### config.mk
export PLATFORM = sky130hd
export DESIGN_NAME = frame_region_fill
export DESIGN_NICKNAME = d
export VERILOG_FILES = /design/src/rtl/frame_region_fill.sv
export SDC_FILE = /design/constraint.sdc
export NUM_CORES = 1
export LEC_CHECK = 0
export CELL_PAD_IN_SITES_DETAIL_PLACEMENT = 1
export CELL_PAD_IN_SITES_GLOBAL_PLACEMENT = 2
export CORE_MARGIN = 4
export CORE_UTILIZATION = 31
export CTS_BUF_LIST = sky130_fd_sc_hd__clkbuf_4
export DETAILED_ROUTE_END_ITERATION = 16
export PLACE_DENSITY = 0.83
export SETUP_SLACK_MARGIN = 0.2
export SLEW_MARGIN = 30
export SYNTH_ARGS = -nofsm -noshare
export SYNTH_HDL_FRONTEND = slang
export SYNTH_SLANG_ARGS = --single-unit
### constraint.sdc
create_clock -name Clk -period 2.9 [get_ports Clk]
set_input_delay 0.58 -clock Clk [delete_from_list [all_inputs] [get_ports Clk]]
set_output_delay 0.58 -clock Clk [all_outputs]
set_load 0.1 [all_outputs]
### src/rtl/frame_region_fill.sv
// frame_region_fill: writes one constant colour into every pixel of a rectangle
// of the frame buffer. Uses a start/done level handshake, honours write
// back-pressure and can be aborted while filling.
module frame_region_fill #(
    parameter int H_RES   = 640,
    parameter int V_RES   = 480,
    parameter int X_W     = 10,
    parameter int Y_W     = 10,
    parameter int COLOR_W = 16,
    parameter int ADDR_W  = 19
) (
    input  logic               Clk,
    input  logic               Reset,
    input  logic               fill_start,
    input  logic               fill_abort,
    input  logic [X_W-1:0]     x0,
    input  logic [X_W-1:0]     x1,
    input  logic [Y_W-1:0]     y0,
    input  logic [Y_W-1:0]     y1,
    input  logic [COLOR_W-1:0] fill_color,
    input  logic               mem_ready,
    output logic [X_W-1:0]     DrawX,
    output logic [Y_W-1:0]     DrawY,
    output logic [ADDR_W-1:0]  mem_addr,
    output logic [COLOR_W-1:0] mem_data,
    output logic               mem_we,
    output logic               busy,
    output logic               fill_done
);

    typedef enum logic [1:0] {
        S_IDLE = 2'd0,
        S_FILL = 2'd1,
        S_DONE = 2'd2
    } state_t;

    localparam logic [X_W-1:0]    X_MAX    = X_W'(H_RES - 1);
    localparam logic [Y_W-1:0]    Y_MAX    = Y_W'(V_RES - 1);
    localparam logic [ADDR_W-1:0] ROW_STEP = ADDR_W'(H_RES);

    state_t r_state;
    state_t w_nextState;

    logic [X_W-1:0]     r_xa;
    logic [X_W-1:0]     r_xb;
    logic [Y_W-1:0]     r_yb;
    logic [X_W-1:0]     r_drawX;
    logic [Y_W-1:0]     r_drawY;
    logic [ADDR_W-1:0]  r_rowBase;
    logic [COLOR_W-1:0] r_color;

    logic [X_W-1:0]    w_xLo;
    logic [X_W-1:0]    w_xHi;
    logic [Y_W-1:0]    w_yLo;
    logic [Y_W-1:0]    w_yHi;
    logic [X_W-1:0]    w_xa;
    logic [X_W-1:0]    w_xb;
    logic [Y_W-1:0]    w_ya;
    logic [Y_W-1:0]    w_yb;
    logic [ADDR_W-1:0] w_rowBaseStart;
    logic              w_accept;
    logic              w_lastX;
    logic              w_lastY;

    // Corners may arrive in any order; order first, then clamp into the frame.
    assign w_xLo = (x0 < x1) ? x0 : x1;
    assign w_xHi = (x0 < x1) ? x1 : x0;
    assign w_yLo = (y0 < y1) ? y0 : y1;
    assign w_yHi = (y0 < y1) ? y1 : y0;
    assign w_xa  = (w_xLo > X_MAX) ? X_MAX : w_xLo;
    assign w_xb  = (w_xHi > X_MAX) ? X_MAX : w_xHi;
    assign w_ya  = (w_yLo > Y_MAX) ? Y_MAX : w_yLo;
    assign w_yb  = (w_yHi > Y_MAX) ? Y_MAX : w_yHi;

    // The only multiply: row base of the first line, taken once at start.
    assign w_rowBaseStart = ADDR_W'(w_ya) * ROW_STEP;

    assign w_accept = (r_state == S_FILL) && mem_ready;
    assign w_lastX  = (r_drawX == r_xb);
    assign w_lastY  = (r_drawY == r_yb);

    // State register with asynchronous reset back to IDLE.
    always_ff @(posedge Clk or posedge Reset) begin
        if (Reset) begin
            r_state <= S_IDLE;
        end else begin
            r_state <= w_nextState;
        end
    end

    // Next-state logic; abort takes priority over completing the last pixel.
    always_comb begin
        w_nextState = r_state;
        case (r_state)
            S_IDLE: begin
                if (fill_start) begin
                    w_nextState = S_FILL;
                end
            end
            S_FILL: begin
                if (fill_abort) begin
                    w_nextState = S_IDLE;
                end else if (w_accept && w_lastX && w_lastY) begin
                    w_nextState = S_DONE;
                end
            end
            S_DONE: begin
                if (!fill_start) begin
                    w_nextState = S_IDLE;
                end
            end
            default: w_nextState = S_IDLE;
        endcase
    end

    // Latch the rectangle at start, then walk pixels one accepted write at a time.
    always_ff @(posedge Clk or posedge Reset) begin
        if (Reset) begin
            r_xa      <= '0;
            r_xb      <= '0;
            r_yb      <= '0;
            r_drawX   <= '0;
            r_drawY   <= '0;
            r_rowBase <= '0;
            r_color   <= '0;
        end else if (r_state == S_IDLE && fill_start) begin
            r_xa      <= w_xa;
            r_xb      <= w_xb;
            r_yb      <= w_yb;
            r_drawX   <= w_xa;
            r_drawY   <= w_ya;
            r_rowBase <= w_rowBaseStart;
            r_color   <= fill_color;
        end else if (w_accept && !fill_abort) begin
            if (!w_lastX) begin
                r_drawX <= r_drawX + X_W'(1);
            end else if (!w_lastY) begin
                r_drawX   <= r_xa;
                r_drawY   <= r_drawY + Y_W'(1);
                r_rowBase <= r_rowBase + ROW_STEP;
            end
        end
    end

    assign DrawX     = r_drawX;
    assign DrawY     = r_drawY;
    assign mem_addr  = r_rowBase + ADDR_W'(r_drawX);
    assign mem_data  = r_color;
    assign mem_we    = (r_state == S_FILL);
    assign busy      = (r_state == S_FILL);
    assign fill_done = (r_state == S_DONE);

endmodule

==> summary.txt, run 1 <==
Final layout
  – Layout cells sized above 1: around 36%
  – Fillers: between 2,000 and 2,500
  – Final Util: between 40% and 50%
  – Cell Count, Final, Fillers Out: 1,132
  – Area added between synthesis and finish: 55.71%
  – Fin nets: 994

Global route
  – Vias in the first global route: between 6,000 and 7,000
  – First-pass GRT wire length: 33,420 um
  – GRT Total Usage: approximately a fifth
  – Gr ovfl total: 0
  – Largest net degree at the start of global routing: 81
  – Initial antenna violation count: 1

Detailed routing
  – DRT iter0 DRCs: approximately 210
  – DR pass1 iterations: 4
  – DR vias: 5,888
  – Drt total wl: 20,640 um
  – Avg WL per Cell: 18.23 um
  – DR vias/cell: 5.201
  – DRC: 0
  – Antenna viol nets, final: 0

STA
  – RSZ-0062 raised after global routing: true
  – Final Max Tran Viols: 0
  – F_max: around 300 MHz
  – Setup Skew: ~26 ps
  – Max-slew headroom at the worst pin: roughly 63%
  – Hold slack final: approximately 490 ps
  – Endpoints failing hold: 0
  – PnR worst setup slack: -398.2 ps
  – Slew at the pin closest to its max-slew limit: 556.7 ps
  – Final critical-path share of the clock period: 113.7%
  – Endpoints failing setup: 7
  – Final min period: between 3000 and 4000 ps

Clock tree
  – CTS clk-pin slew, worst paths: roughly 160 ps
  – CTS tree: yes
  – Clock Latency Late Sink: about 470 ps
  – Cts hold-fix bufs: 0
  – CTS Sinks: 80
  – CTS H-tree depth: 3
  – Clk buf depth: 2
  – Root buffer cell: clkbuf_4
  – Num CTS Buffers: 9

Power and ir drop
  – Max IR drop VDD: between 0.6 and 0.7 mV
  – Leakage power: approximately 3.9 nW
  – Power Density: ~810 nW/um^2
  – Design Power: a little over 7 mW

Floorplan
  – Die ar.: between 20,000 and 25,000 sq um
  – Die X: ~140 um
  – Core Region: approximately 18,000 sq um
  – I/O pins: 119
  – Num rows: 49
  – Initial core utilization: between 30% and 40%
  – Die Height: around 140 um

Synthesis
  – Library cells used by synthesis: 64
  – Seq/Total Area, Yosys: 35.01%
  – Leading area contributor after synthesis: dfrtp_1
  – Area of the mapped netlist: roughly 5700 sq um
  – Async SR Flop Fraction: 100.0%
  – Syn nets: between 700 and 800
  – Synth top area share: between 30% and 40%
  – Synth Register Bits: 80
  – Cells after Synth: about 700
  – Syn Area/Cell: ~8 sq um
  – Post-synth top flop: dfrtp_1
  – Ranking of synthesized cells by area: dfrtp_1, ha_1, nand2_1
  – Ys Warns: 0
  – Post-synth EDFFs: 0

Critical path
  – FF-to-FF End: r_rowBase[18]$_DFFE_PP0P_
  – Critical path, cell by cell: buf_8 > inv_4 > ha_4 > a21o_1 > a21oi_2 > o221ai_4 > a21oi_4 > buf_6 > a21oi_4 > ha_4 > ha_4 > inv_4 > fa_2 > inv_2 > a21oi_2 > o21bai_1 > a31oi_1 > buf_4 > xor2_2 > o21ai_2
  – Crit path max-delay cell type: fa_2
  – Worst r2r src: DrawX[7]$_DFFE_PP0P_
  – CP peak stage delay: about 370 ps
  – Worst reg2reg path depth: 9
  – Startpoint Class: input pin
  – Setup Crit Path Kind: input pin to flip-flop
  – R2R setup slack: about 250 ps
  – Worst path required time: 3240 ps
  – Worst Path Arrival: approximately 3600 ps
  – Worst-path fanout max: 5
  – Most frequent CP cell: ha_4
  – Worst setup EP type: flip-flop

Min path
  – Worst hold path type: input pin to async pin

Placed design
  – Dpl ws: -1363 ps
  – Placer Congestion: about 0.87
  – Placed cell count: about 1,100
  – Number of port buffers: 118
  – DP HPWL: 15,290 um

Outcome
  – Failing checks: negative setup slack
  – Outcome: finished, violations left

Flow run
  – Max_cap viols: 0
## Yosys cell counts (all sizes together) (4+ instances only)
master,instances
mux2i,6
nand3,14
nor4,7
dfrtp,80
buf,15
nand2,104
a211oi,7
ha,35
nor2,69
a31oi,7
xnor2,28
a21o,10
nand4,9
a21oi,38
a22oi,5
inv,34
mux2,15
o211ai,4
nor3,20
nand2b,6
o31ai,8
o21a,5
o22ai,8
clkbuf,37
o21ai,36
o221ai,4
xor2,28
and2,4
## critical path, delay by kind of cell
family                   cells  cell delay (ps)
buffers and inverters        6              580
adder cells (fa/ha/maj)      4              990
XOR/XNOR                     1              130
AO/OA/AOI/OAI                9             1360
## how the worst max path moves through the flow
stage	start	endpoint	cells past startpoint	slack (ps)
6_report	y1[3]	r_rowBase[16]$_DFFE_PP0P_	20	-400
5_1_grt	y1[3]	r_rowBase[16]$_DFFE_PP0P_	20	-520
4_1_cts	y1[3]	r_rowBase[16]$_DFFE_PP0P_	20	-240
3_5_place_dp	y1[3]	r_rowBase[18]$_DFFE_PP0P_	20	-1360
3_3_place_gp	y1[3]	r_rowBase[18]$_DFFE_PP0P_	20	-1210
2_1_floorplan	y1[4]	r_rowBase[18]$_DFFE_PP0P_	20	-590
## power breakdown
group / internal, mW / total (mW) / switching (mW) / leakage (nW)
clock: 0.182 / 0.628 / 0.445 / 0.0552
combinational: 1.69 / 4.84 / 3.14 / 2.90
sequential: 1.39 / 1.75 / 0.364 / 0.932
## final cells by class
| type | count | area, sq um | area share [%] |
|---|---|---|---|
| Antenna cell | 1 | 2.502 | 0.02811 |
| Clock buffer | 9 | 67.56 | 0.7589 |
| Clock inverter | 7 | 56.30 | 0.6324 |
| Inverter | 34 | 136.4 | 1.532 |
| Multi-Input combinational cell | 530 | 4139 | 46.49 |
| Sequential cell | 80 | 2013 | 22.61 |
| Tap cell | 229 | 286.5 | 3.218 |
| Timing Repair Buffer | 242 | 2202 | 24.73 |
## registers in the layout, indices dropped and copies added, names as in the netlist
name,cells
r_yb,10
mem_data,16
DrawX,10
r_xb,10
DrawY,10
r_rowBase,12
r_xa,10
r_state,2
## through the flow
step	instance area, sq um	TNS, ps
floorplan	6137	-2822
global placement	8068	-13400
detailed placement	8068	-19090
CTS	8775	-978.6
global route	8904	-3267
finish	8904	-1989
## logic make-up after synthesis
family / share of synthesized area (%)
xor+xnor: 8.578
fa+ha+maj: 8.009
mux: 4.004
simple gates: 19.89
buf+inv: 6.017
compound gates: 18.43
flops: 35.01
other cells: 0.06558
## cells in the final DEF, fill, tap and decap left out, types with 9 or more instances in the layout
master,n
clkdlybuf4s50_1,40
dfrtp_1,71
inv_1,19
nand3_1,13
clkbuf_4,9
ha_1,17
ha_4,16
a21oi_1,25
inv_2,11
buf_12,14
mux2_2,14
xor2_1,20
nand2_1,102
xnor2_1,21
a21o_1,10
buf_6,13
buf_4,154
o21ai_1,11
nor3_1,16
o21ai_0,23
dlygate4sd2_1,10
nand4_1,9
dfrtp_2,9
nor2_1,61
## repair_timing
| action | in CTS | in global routing |
|---|---|---|
| pin swaps | 42 | 30 |
| cloned | 3 | 0 |
| setup endpoints to repair | 25 | 46 |
| setup buffers | 20 | 8 |
| gates resized for setup | 120 | 27 |
## per-layer routing
| layer | track usage [%] | vias to the layer above | wire (um) |
|---|---|---|---|
| met5 | 0 | - | 0 |
| met4 | 6.838 | 0 | 482 |
| met3 | 3.361 | 36 | 830 |
| met2 | 37.14 | 123 | 10820 |
| met1 | 23.81 | 2898 | 8505 |
| li1 | - | 2831 | - |
No activity file was read; power rests on OpenSTA's default activity.
==> run 2, diff against run 1 <==
--- a/config.mk
+++ b/config.mk
@@ -7,7 +7,6 @@
 export LEC_CHECK = 0
 export CELL_PAD_IN_SITES_DETAIL_PLACEMENT = 1
 export CELL_PAD_IN_SITES_GLOBAL_PLACEMENT = 2
-export CORE_MARGIN = 4
 export CORE_UTILIZATION = 31
 export CTS_BUF_LIST = sky130_fd_sc_hd__clkbuf_4
 export DETAILED_ROUTE_END_ITERATION = 16
==> summary.txt, run 2 (synthesis gave the netlist of run 1 again) <==
Clock tree
  – Clock Latency Late Sink: 490 ps (+20 ps)
  – CTS clk-pin slew, worst paths: 160 ps (about the same)
  – CTS tree: yes
  – CTS H-tree depth: 3 (unchanged)
  – Num CTS Buffers: 9 (unchanged)
  – CTS Sinks: 80 (unchanged)
  – Cts hold-fix bufs: 0 (unchanged)
  – Root buffer cell: clkbuf_4
  – Clk buf depth: 2 (unchanged)

STA
  – RSZ-0062 raised after global routing: true
  – Final critical-path share of the clock period: 111.8% (-1.9 points)
  – Endpoints failing hold: 0 (unchanged)
  – Endpoints failing setup: 6 (-1)
  – Hold slack final: 442.2 ps (-51.56 ps)
  – Slew at the pin closest to its max-slew limit: 623.8 ps (+67.13 ps)
  – F_max: 308.4 MHz (+1.7%)
  – Final Max Tran Viols: 0 (unchanged)
  – PnR worst setup slack: -342.9 ps (+55.33 ps)
  – Setup Skew: 26.09 ps (+0.4424 ps)
  – Final min period: 3243 ps (-55.32 ps)
  – Max-slew headroom at the worst pin: 58.36% (-4.5 points)

Detailed routing
  – DR pass1 iterations: 4 (unchanged)
  – Avg WL per Cell: 18.11 um (-0.67%)
  – Drt total wl: 20,300 um (-1.6%)
  – Antenna viol nets, final: 0 (unchanged)
  – DRT iter0 DRCs: 175 (-18%)
  – DR vias/cell: 5.217 (+0.30%)
  – DR vias: 5,848 (-0.68%)
  – DRC: 0 (unchanged)

Final layout
  – Layout cells sized above 1: 35.31% (-1.0 points)
  – FF+latch area: 2013 sq um (unchanged)
  – Final Util: 49.02% (-0.37 points)
  – Multi-input gate area: 4136 sq um (about the same)
  – Commonest non-fill, non-tap cell in the layout: buf_4
  – Area added between synthesis and finish: 54.53%
  – Largest register FFs: 16 (unchanged)
  – Most frequent cells in the layout: buf_4, nand2_1, dfrtp_1, nor2_1, clkdlybuf4s50_1
  – Antenna diodes: 0 (-1)
  – Fillers: 2,055 (-1.5%)
  – Fin nets: 984 (-1.0%)

Critical path
  – Startpoint Class: input pin
  – Worst path required time: 3310 ps (+70 ps)
  – Worst Path Arrival: 3650 ps (about the same)
  – Worst setup EP type: flip-flop
  – Worst reg2reg path depth: 8 (-1)
  – R2R setup slack: 280 ps (+30 ps)
  – Worst-path fanout max: 6 (+1)
  – Setup Crit Path Kind: input pin to flip-flop

Power and ir drop
  – Leakage power: 3.859 nW (-0.70%)
  – Combinational share of power: 64.9% (-2.1 points)
  – Power Density: 835.6 nW/um^2 (+3.1%)
  – Max IR drop VDD: 0.6590 mV (+4.1%)
  – Clk pwr share: 11.1% (+2.4 points)
  – Sw Share: 53.80% (-0.96 points)
  – Seq pwr share: 24.1% (-0.2 points)
  – Sw Pwr: 3.973 mW (+0.52%)
  – Cell internal pwr: 3.411 mW (+4.5%)

Min path
  – Worst hold path type: input pin to async pin

Global route
  – Vias in the first global route: 6,191 (-5.0%)
  – Gr ovfl total: 0 (unchanged)
  – GRT Total Usage: 21.56% (+1.3 points)
  – Initial antenna violation count: 0 (-1)
  – Largest net degree at the start of global routing: 49 (-40%)
  – First-pass GRT wire length: 31,530 um (-5.7%)

Outcome
  – Outcome: finished, violations left
  – Failing checks: negative setup slack

Floorplan
  – Die ar.: 18,990 sq um (-8.2%)
  – Die Height: 137.8 um (-4.2%)
  – I/O pins: 119 (unchanged)
  – Core Region: 18,020 sq um (unchanged)
  – Initial core utilization: 31.72% (unchanged)
  – Die X: 137.8 um (-4.2%)
  – Num rows: 49 (unchanged)

Flow run
  – Max_cap viols: 0 (unchanged)

Placed design
  – Placer Congestion: 0.8309 (-4.1%)
  – Number of port buffers: 118 (unchanged)
  – DP HPWL: 14,910 um (-2.5%)
-- run 2: changes by cell type in the layout (fill, tap and decap cells not counted), sizes merged --
cell	delta
diode	-1
inv	+1
clkinvlp	-3
dlygate4sd2	+1
clkbuf	-2
buf	-9
bufinv	+2
-- run 2: per-stage QoR --
| stage | area, sq um | cells | setup slack, ps | power [mW] | TNS, ps |
|---|---|---|---|---|---|
| global route | 8836 | 1121 | -429.6 | 7.728 | -2309 |
| global placement | 8015 | 1077 | -1312 | 6.134 | -14860 |
| detailed placement | 8015 | 1077 | -1595 | 6.228 | -22060 |
| finish | 8836 | 1121 | -342.9 | 7.384 | -1636 |
| CTS | 8701 | 1117 | -228.5 | 7.340 | -1069 |
| floorplan | 6137 | 695 | -589.9 | 4.911 | -2822 |
-- run 2: final timing paths --
path                                          start                         to
max                                           y1[3]  r_rowBase[16]$_DFFE_PP0P_
min                                           Reset       DrawY[1]$_DFFE_PP0P_
max reg2reg                    DrawX[8]$_DFFE_PP0P_  r_rowBase[16]$_DFFE_PP0P_
max in group asynchronous                     Reset       DrawX[8]$_DFFE_PP0P_
min reg2reg                mem_data[14]$_DFFE_PP0P_   mem_data[14]$_DFFE_PP0P_
min in group Clk                              y1[3]        r_yb[3]$_DFFE_PP0P_
-- run 2: critical path: stages --
cell and delay (ps):
buf_8 100, inv_4 40, ha_4 190, a21o_1 160, a21oi_2 170, o221ai_4 150
a21oi_4 260, nand2_1 80, o31a_1 150, ha_4 290, ha_4 130, inv_2 40
fa_2 370, inv_2 80, a21oi_4 70, o21bai_4 180, a31oi_4 120, buf_6 130
buf_6 110, xor2_2 140, o21ai_2 130
-- run 2: area by class of cell --
type,count,share of cell area [%]
clock buffers,9,0.7647
clock inverters,7,1.161
inverters,34,1.515
multi-input cells,530,46.81
flip-flops and latches,80,22.78
well taps,229,3.243
repair buffers,232,23.72
-- run 2: repair_timing --
item                                    CTS  global route
cloned                                    2             0
endpoints found under the setup margin   22            45
endpoints found under the hold margin     0             0
gates resized for setup                 117            23
pin swaps                                39            20
setup buffers                            22             4
-- run 2: power by group through the flow --
stage	clock network (mW)	logic (mW)	registers (mW)
2_1_floorplan	0	2.41	2.50
3_3_place_gp	0	4.34	1.79
3_5_place_dp	0	4.41	1.81
4_1_cts	0.840	4.72	1.78
5_1_grt	0.886	5.02	1.82
6_report	0.817	4.79	1.78
-- run 2: per-layer routing --
metal / share of wire [%] / global-route usage (%) / vias to the layer above / wire, um
li1: - / - / 2806 / -
met1: 41 / 24.15 / 2870 / 8298
met2: 53 / 40.37 / 139 / 10680
met3: 4.2 / 3.790 / 33 / 848
met4: 2.3 / 7.850 / 0 / 470
met5: 0 / 0 / - / 0
==> run 3, diff against run 2 <==
==> constraint.sdc (replaced) <==
create_clock -name Clk -period 2.9 [get_ports Clk]
set_input_delay 0.435 -clock Clk [delete_from_list [all_inputs] [get_ports Clk]]
set_output_delay 0.435 -clock Clk [all_outputs]
set_load 0.1 [all_outputs]
==> summary.txt, run 3 (synthesis gave the netlist of run 1 again) <==
STA
  – Endpoints failing hold: 0 (unchanged)
  – F_max: 322.7 MHz (+4.6%)
  – Max-slew headroom at the worst pin: 57.84% (-0.52 points)
  – Final Max Tran Viols: 0 (unchanged)
  – Final critical-path share of the clock period: 106.9% (-5.0 points)
  – Final min period: 3099 ps (-144.0 ps)
  – PnR worst setup slack: -198.9 ps (+144.0 ps)
  – Endpoints failing setup: 6 (unchanged)
  – RSZ-0062 raised after global routing: true
  – Setup Skew: 19.09 ps (-7.000 ps)
  – Hold slack final: 329.6 ps (-112.6 ps)
  – Slew at the pin closest to its max-slew limit: 631.7 ps (+7.846 ps)

Floorplan
  – Initial core utilization: 31.72% (unchanged)
  – Core Region: 18,020 sq um (unchanged)
  – I/O pins: 119 (unchanged)
  – Die X: 137.8 um (unchanged)
  – Die Height: 137.8 um (unchanged)
  – Num rows: 49 (unchanged)
  – Die ar.: 18,990 sq um (unchanged)

Critical path
  – Worst setup EP type: flip-flop
  – Startpoint Class: input pin
  – Setup Crit Path Kind: input pin to flip-flop
  – Worst-path fanout max: 5 (-1)
  – Worst Path Arrival: 3440 ps (-210 ps)
  – Worst path required time: 3240 ps (-70 ps)

Final layout
  – Fin nets: 974 (-1.0%)
  – Final Util: 47.68% (-1.3 points)
  – Layout cells sized above 1: 33.56% (-1.8 points)
  – Largest register FFs: 16 (unchanged)
  – Most frequent cells in the layout: buf_4, nand2_1, dfrtp_1, nor2_1, clkdlybuf4s50_1
  – Commonest non-fill, non-tap cell in the layout: buf_4
  – Area added between synthesis and finish: 50.31%
  – Cell Count, Final, Fillers Out: 1,111 (-0.89%)
  – Antenna diodes: 0 (unchanged)

Detailed routing
  – DRT iter0 DRCs: 234 (+34%)
  – Drt total wl: 19,530 um (-3.8%)
  – DR vias/cell: 5.228 (+0.21%)
  – Antenna viol nets, final: 0 (unchanged)
  – DRC: 0 (unchanged)
  – DR vias: 5,808 (-0.68%)
  – Avg WL per Cell: 17.58 um (-2.9%)
  – DR pass1 iterations: 4 (unchanged)

Clock tree
  – Clock Latency Late Sink: 470 ps (-20 ps)
  – CTS Sinks: 80 (unchanged)
  – CTS tree: yes
  – CTS H-tree depth: 3 (unchanged)
  – CTS clk-pin slew, worst paths: 150 ps (about the same)
  – Root buffer cell: clkbuf_4
  – Num CTS Buffers: 9 (unchanged)
  – Cts hold-fix bufs: 0 (unchanged)
  – Clk buf depth: 2 (unchanged)

Placed design
  – Dpl ws: -1340 ps (+255.2 ps)
  – DP HPWL: 14,940 um (+0.21%)
  – Placed cell count: 1,075 (-0.19%)
  – Placer Congestion: 0.8519 (+2.5%)
  – Number of port buffers: 118 (unchanged)

Global route
  – First-pass GRT wire length: 31,410 um (-0.37%)
  – GRT Total Usage: 21.36% (-0.20 points)
  – Largest net degree at the start of global routing: 49 (unchanged)
  – Vias in the first global route: 6,179 (-0.19%)
  – Initial antenna violation count: 0 (unchanged)
  – Gr ovfl total: 0 (unchanged)

Flow run
  – Max_cap viols: 0 (unchanged)

Min path
  – Worst hold path type: input pin to async pin

Power and ir drop
  – Power Density: 827.1 nW/um^2 (-1.0%)
  – Design Power: 7.108 mW (-3.7%)
  – Max IR drop VDD: 0.5617 mV (-15%)
  – Leakage power: 3.756 nW (-2.7%)

Outcome
  – Outcome: finished, violations left
  – Failing checks: negative setup slack
## run 3: cell count changes in the layout (fill, tap and decap cells not counted), moves of 3 or more
| cell | delta |
|---|---|
| a21oi_4 | -3 |
| buf_2 | -4 |
| buf_4 | -4 |
| buf_6 | -3 |
| clkdlybuf4s15_1 | +3 |
## run 3: power by group
part	switching [mW]	internal, mW	leakage (nW)
combinational	3.04	1.57	2.75
sequential	0.405	1.39	0.931
clock	0.434	0.269	0.0719
## run 3: layout make-up
| cell class | instances | area, sq um |
|---|---|---|
| timing repair buffer | 223 | 1998 |
| clock buffer | 10 | 75.07 |
| tap | 229 | 286.5 |
| sequential | 80 | 2014 |
| inverter | 34 | 133.9 |
| multi-input combinational | 529 | 4028 |
| clock inverter | 6 | 58.81 |
| fill | 2077 | 9430 |
## run 3: timing repair
item | CTS | global route
pin swaps | 33 | 22
endpoints found under the setup margin | 17 | 21
setup buffers | 16 | 4
resized for setup | 100 | 18
## run 3: path summary, 6_finish.rpt
path | slack (ps) | startpoint | cells past startpoint | end
setup / recovery | -200 | y0[3] | 20 | r_rowBase[16]$_DFFE_PP0P_
hold / removal | 330 | Reset | 2 | r_yb[4]$_DFFE_PP0P_
setup reg to reg | 290 | DrawX[7]$_DFFE_PP0P_ | 9 | DrawY[9]$_DFFE_PP0P_
hold reg to reg | 500 | mem_data[1]$_DFFE_PP0P_ | 2 | mem_data[1]$_DFFE_PP0P_
max in group asynchronous | 1860 | Reset | 3 | DrawX[5]$_DFFE_PP0P_
min in group Clk | 350 | y1[3] | 4 | r_yb[3]$_DFFE_PP0P_
## run 3: per-layer routing
| metal | up-vias | wire length (um) | GRT usage, % |
|---|---|---|---|
| li1 | 2793 | - | - |
| met1 | 2880 | 8100 | 24.06 |
| met2 | 113 | 10540 | 41.49 |
| met3 | 22 | 666 | 3.017 |
| met4 | 0 | 225 | 5.435 |
| met5 | - | 0 | 0 |
## run 3: worst max-delay path: stages
cell      delay [ps]
buf_8            100
ha_4             230
a21o_1           160
a21oi_2          130
o221ai_2         140
a21oi_4          270
buf_6            140
nand2_2           40
o31a_1           140
ha_4             290
ha_4             130
inv_2             40
fa_2             380
inv_2             60
a21oi_2           50
o21bai_1         210
a31oi_1          140
buf_4            160
xor2_2           130
o21ai_2           60
## run 3: through the flow
step	TNS (ps)	area, sq um
floorplan	-1504	6116
detailed placement	-11240	7979
global route	-1528	8594
global placement	-7525	7979
finish	-780.8	8594
CTS	-385.4	8484
